$ cat config.mk
export PLATFORM = sky130hd
export DESIGN_NAME = hazard_ctrl
export DESIGN_NICKNAME = d
export VERILOG_FILES = /design/src/rtl/hazard_ctrl.sv
export SDC_FILE = /design/constraint.sdc
export NUM_CORES = 1
export LEC_CHECK = 0
export ABC_AREA = 1
export CAP_MARGIN = 30
export CORE_MARGIN = 8
export CORE_UTILIZATION = 47
export CTS_CLUSTER_DIAMETER = 150
export DETAILED_ROUTE_END_ITERATION = 12
export PLACE_DENSITY_LB_ADDON = 0.2
export SYNTH_ARGS = -nofsm -noshare
export SYNTH_HDL_FRONTEND = slang
export SYNTH_SLANG_ARGS = --single-unit
$ cat constraint.sdc
create_clock -name clk -period 2.2 [get_ports clk]
set_clock_uncertainty 0.1 [all_clocks]
set_input_delay 0.33 -clock clk [delete_from_list [all_inputs] [get_ports clk]]
set_output_delay 0.33 -clock clk [all_outputs]
set_load 0.05 [all_outputs]
$ cat src/rtl/hazard_ctrl.sv
// Pipeline hazard controller: detects EX/WB read-after-write, multi-cycle ALU
// and memory-read stalls, drives stage enables and counts stalled cycles.
// Ports:
//   clk, rst (async, active-high)
//   id_*  stage-0 reads (W / Ri / CY), source regs ra/rb, memory read
//   ex_*  stage-1 writes (W / Ri / CY), dest reg rc, multi-cycle op flag
//   wb_*  stage-2 writes (W / Ri / CY), dest reg rc
//   flush aborts any stall at the next edge
//   en0/en1 stage advance enables, state (00 IDLE 01 RAW 10 MC 11 MEM),
//   stall_cnt counts cycles with en0 low (saturating)
module hazard_ctrl #(
  parameter int RA_W       = 5,
  parameter int MC_CYCLES  = 3,
  parameter int MEM_CYCLES = 3,
  parameter int FWD_EN     = 0,
  parameter int CNT_W      = 16
) (
  input  logic             clk,
  input  logic             rst,
  input  logic             id_rd_w,
  input  logic             id_rd_r,
  input  logic             id_rd_cy,
  input  logic [RA_W-1:0]  id_ra,
  input  logic [RA_W-1:0]  id_rb,
  input  logic             id_mem_rd,
  input  logic             ex_wr_w,
  input  logic             ex_wr_r,
  input  logic             ex_wr_cy,
  input  logic [RA_W-1:0]  ex_rc,
  input  logic             ex_mc,
  input  logic             wb_wr_w,
  input  logic             wb_wr_r,
  input  logic             wb_wr_cy,
  input  logic [RA_W-1:0]  wb_rc,
  input  logic             flush,
  output logic             en0,
  output logic             en1,
  output logic [1:0]       state,
  output logic [CNT_W-1:0] stall_cnt
);

  typedef enum logic [1:0] {
    IDLE = 2'b00,
    RAW  = 2'b01,
    MC   = 2'b10,
    MEM  = 2'b11
  } state_t;

  localparam logic [3:0] MC_LEN  = 4'(MC_CYCLES - 1);
  localparam logic [3:0] MEM_LEN = 4'(MEM_CYCLES - 1);

  state_t           cur, nxt;
  logic             en0_q, en0_d;
  logic             en1_q, en1_d;
  logic [3:0]       cnt_q, cnt_d;
  logic [CNT_W-1:0] sc_q, sc_d;
  logic             ex_hz, wb_hz;

  assign ex_hz = (id_rd_w & ex_wr_w)
               | (id_rd_cy & ex_wr_cy)
               | (id_rd_r & ex_wr_r &
                  ((id_ra == ex_rc) | (id_rb == ex_rc)));

  // With forwarding the WB result is bypassed, so no stall is needed.
  assign wb_hz = (FWD_EN == 0) &&
                 ((id_rd_w & wb_wr_w)
                | (id_rd_cy & wb_wr_cy)
                | (id_rd_r & wb_wr_r &
                   ((id_ra == wb_rc) | (id_rb == wb_rc))));

  always_comb begin
    nxt   = cur;
    en0_d = en0_q;
    en1_d = en1_q;
    cnt_d = cnt_q;
    if (flush) begin
      nxt   = IDLE;
      en0_d = 1'b1;
      en1_d = 1'b1;
      cnt_d = 4'd0;
    end else if (cur == IDLE) begin
      if (ex_mc) begin
        nxt   = MC;
        en0_d = 1'b0;
        en1_d = 1'b0;
        cnt_d = MC_LEN;
      end else if (id_mem_rd) begin
        nxt   = MEM;
        en0_d = 1'b0;
        en1_d = 1'b1;
        cnt_d = MEM_LEN;
      end else if (ex_hz) begin
        nxt   = RAW;
        en0_d = 1'b0;
        en1_d = 1'b1;
        cnt_d = 4'd1;
      end else if (wb_hz) begin
        nxt   = RAW;
        en0_d = 1'b0;
        en1_d = 1'b1;
        cnt_d = 4'd0;
      end
    end else begin
      // Leaving a stall lands in IDLE without evaluating, which
      // guarantees one enabled cycle between back-to-back stalls.
      if (cnt_q == 4'd0) begin
        nxt   = IDLE;
        en0_d = 1'b1;
        en1_d = 1'b1;
      end else begin
        cnt_d = cnt_q - 4'd1;
      end
    end
  end

  assign sc_d = (!en0_q && (sc_q != {CNT_W{1'b1}}))
              ? sc_q + 1'b1 : sc_q;

  always_ff @(posedge clk or posedge rst) begin
    if (rst) begin
      cur   <= IDLE;
      en0_q <= 1'b1;
      en1_q <= 1'b1;
      cnt_q <= 4'd0;
      sc_q  <= '0;
    end else begin
      cur   <= nxt;
      en0_q <= en0_d;
      en1_q <= en1_d;
      cnt_q <= cnt_d;
      sc_q  <= sc_d;
    end
  end

  assign en0       = en0_q;
  assign en1       = en1_q;
  assign state     = cur;
  assign stall_cnt = sc_q;

endmodule

-- Word-level counts from Yosys, hierarchy flattened
Cells that the tools add are included.
- bits of input ports: 34
- bits in registers: 24
- word-level logic and storage cells: 62
- output and inout bits: 20
- bitwise logic cells: 14
- $add $sub $neg: 2
- equality and inequality tests: 7
- muxes and demuxes: 27
- reductions and logical operators: 7
- operators with widths (kind ; count):
    4-bit two-way mux ; 7
    5-bit equality test ; 4
    16-bit by 1-bit adder with 16-bit output (second input constant) ; 1
    16-bit != test (second input constant) ; 1
    2-bit two-way mux ; 7
    1-bit two-way mux ; 13
    1-bit AND ; 8
    6-bit != test (second input constant) ; 1
    1-bit OR ; 6
    4-bit logical NOT ; 1
    2-bit AND reduction ; 2
    4-bit by 1-bit subtractor with 4-bit output (second input constant) ; 1
    3-bit != test (second input constant) ; 1
    3-bit nonzero test ; 1
    2-bit logical NOT ; 1
    1-bit logical AND ; 1
    1-bit logical NOT ; 1

-- Logic depth before layout (Yosys ltp)
- word-level depth: 10
- gate-level depth with buffers: 12
- gate-level depth less buffers: 12

-- Least setup slack after synthesis
Ideal clock, no wire load.
- path kind: reg-to-reg
- from: reg sc_q[0], in the netlist stall_cnt[0]
- to: reg sc_q[14], in the netlist stall_cnt[14]
- library setup time: 0.122 ns
- path slack: 0.293 ns
- buffers on the path: 0
- stages on the path, launching flop included: 11
- arrival: 1.685 ns
- clock period less this slack: 1.907 ns
- data required time: 1.978 ns
- cell sequence: dfrtp_1 > ha_1 > nand3_2 > nor2_2 > nand3_2 > nand2_4 > nor2_2 > nand2_2 > nor2_1 > nor2_1 > nor2_1
- longest elaborated chain between the ends: 2
- elaborated cells on any way between the ends: 3
- those cells by class: add/sub: 1; eq/ne: 1; reduce/logical: 1
- RTL lines (element ; line ; source):
    start, declared ; 56 ; logic [CNT_W-1:0] sc_q, sc_d;
    start signal, assigned ; 125 ; sc_q <= '0;
    start signal, assigned ; 131 ; sc_q <= sc_d;
    branches (longest 2 deep; another with 16-bit by 1-bit adder with 16-bit output) ; - ;
Parallel ways; which one is timed is not known.
A chain may end at the register's enable or synchronous reset.

-- Worst setup path in the final report
- from: reg en0_q, in the netlist en0
- to: out en0
- RTL lines (element ; line ; source):
    start, declared ; 53 ; logic en0_q, en0_d;
    start signal, assigned ; 128 ; en0_q <= en0_d;
    end, declared ; 36 ; output logic en0,
No word-level cell between the ends.

==> impl_metrics.toml <==
[critical_path]
worst_setup_path_start_kind = "flip-flop"
r2r_cells = 9
cp-end-kind = "primary output"
cp_top_family = "buffers and inverters"
slowest_delay_ps = 810
rr_endpoint = "stall_cnt[14]"
required_ps = 1770
cp-startpoint = "en0"
worst_r2r_startpoint = "stall_cnt[0]"
path_class = "reg2out"
crit_path_cell_trace = "clkdlybuf4s50_1"
worstPathArrival_ps = 1630
crit_slowest_cell = "clkdlybuf4s50_1"
critical_path_depth = 1
critPathCapture = "en0"
r2r_setup_slack_ps = 460
cp_num_buf_inv = 1
path_max_fanout = 3

[synthesis]
synth_cell_types = 27
synth-compound-area-share_pct = 2.523
yosys.area.top_type = "dfrtp_1"
synthSimpleGateAreaFrac_pct = 41.38
seq_area_frac_synth_pct = 34.75
synth_area_leaders = "dfrtp_1, nand2_1, inv_1"
ys.flop_type = "dfrtp_1"
syn_area_sq_um = 1735
synth_top_family_by_area = "simple AND/OR/NAND/NOR gates"
synthMuxAreaShare_pct = 0
ys_warn_count = 0
avgSynthCellArea_sq_um = 6.726
synth-seq-cells = 24
async_flop_share_pct = 100.0
syn_inst = 258
synth_edf_count = 0
synth_top_area_share_pct = 31.72
synthAdderAreaFrac_pct = 2.163
syn_nets = 295
yosys.area_share.xor_xnor_pct = 9.589

[power]
p_comb_share_pct = 48.7
pwr_density_cell_nw_per_um2 = 788.8
p_clk_share_pct = 15.8
switching_share_pct = 44.61
p_int_mw = 1.039
leakagePower_nw = 1.187
ir_worst_vdd_uv = 380.3
power.switching_mw = 0.8365
p_seq_share_pct = 35.5
finalPower_mw = 1.875

[routing]
wl_per_cell_um = 11.07
drt-total-wl_um = 4008
drt-pass1-iter-count = 5
viasPerCell = 4.751
drtAntennaViolNets = 0
route.detailed.drc = 0
vias = 1720
dr.first_iter.drc_count = 47

[sta]
slew_headroom_pct = 65.55
hold_viol = 0
slew_violations = 0
worstMarginPinSlew_ps = 515.1
hold_ws_ps = 292.3
grt_setup_unrepaired = "false"
fin_crit_ps = 2062
min_period_over_period_pct = 93.74
fin_tns_setup_ps = 0
clock.fmax_ghz = 0.4849
finalSetupViolCount = 0

[clocking]
clk_path_buf_depth = 2
clk_pin_slew_ps = 80
post-cts-setup-buffer-count = 0
clock_sinks = 24
insertion_delay_ps = 270
cts_inserted_buffers = 3
cts_tree = "built"
cts_resized = 0
root_buffer = "clkbuf_8"
postCtsHoldBufs = 0
h-tree-depth = 1

[outcome]
status = "complete, no violations"

[global_routing]
grt_pass1_vias = 1691
track_usage_pct = 13.81
grt_pass1_wl_um = 7017
gr-total-overflow = 0
grt_max_degree = 25
antenna_found_initial = 0

[layout]
finish.utilization_pct = 65.93
layout_commonest_cell = "nand2_1"
drive_gt1_share_pct = 7.006
area_growth_pct = 36.99
layout_common_cells = "nand2_1, clkdlybuf4s50_1, inv_1, nor2_1, dfrtp_1"
finalNetCount = 352
final.fill_count = 338
antenna_cells = 0

[run]
cap_viol_max_count = 0

[floorplanning]
initial_utilization_pct = 48.13
die-width_um = 76.77
rows = 22
dieArea_sq_um = 5893
pin_count = 54
die_h_um = 76.77
core_area_sq_um = 3606

[placed_design]
routabilityCongestion = 0.8400
dp_hpwl_um = 3382
port_buffers = 53

[min_path]
hp-class = "in2async"
-- sequential cells by signal (all words and copies together), names as in the netlist --
register	flops
stall_cnt	16
cnt_q	4
state	2
en0	1
en1	1
-- synth_stat cells, types with 3 or more instances --
master	instances
nand2_2	4
ha_1	3
xor2_1	10
nand3b_1	4
nor2_1	23
nor3_1	8
inv_1	40
nand2_1	90
dfrtp_1	22
nor2_2	3
nand3_1	15
nor4_1	3
a21oi_1	3
xnor2_1	9
nand4_1	4
-- power by group through the flow --
stage	Clock, mW	Sequential, mW	Combinational (mW)
finish	0.296	0.665	0.913
global route	0.317	0.682	0.995
CTS	0.303	0.666	0.924
detailed placement	0	0.669	0.923
global placement	0	0.670	0.911
floorplan	0	0.894	0.389
-- cell type report --
class	instances	area [sq um]	share of cell area, %
clock buffers	4	55.05	2.316
inverters	42	157.7	6.632
multi-input cells	190	965.9	40.63
flip-flops and latches	24	603.1	25.37
well taps	48	60.06	2.526
repair buffers	54	535.5	22.53
-- worst min-delay path by stage --
stage / start / to / slack [ps]
6_report: rst / stall_cnt[6] / 290
5_1_grt: rst / stall_cnt[7] / 320
4_1_cts: rst / stall_cnt[6] / 300
3_5_place_dp: en1 / en1 / 370
3_3_place_gp: en1 / en1 / 350
2_1_floorplan: rst / cnt_q[0] / 240
-- cells by family after synthesis --
group                    Yosys count
buffers and inverters             44
flip-flops                        24
adder cells (fa/ha/maj)            3
AND/OR/NAND/NOR                  160
AO/OA/AOI/OAI                      8
XOR/XNOR                          19
-- layer usage --
metal / global-route usage (%) / share of wire, %
met1: 15.88 / 45
met2: 24.47 / 50
met3: 2.564 / 4.1
met4: 5.385 / 1.4
met5: 0 / 0
-- through the flow --
stage	cells	setup slack [ps]	cell area [sq um]
after floorplan	258	292.9	1735
after global placement	358	191.5	2322
after detailed placement	358	162.0	2322
after CTS	362	132.5	2377
after global routing	362	103.1	2377
final	362	137.7	2377
Note: power is estimated with default switching activity, not from simulation.
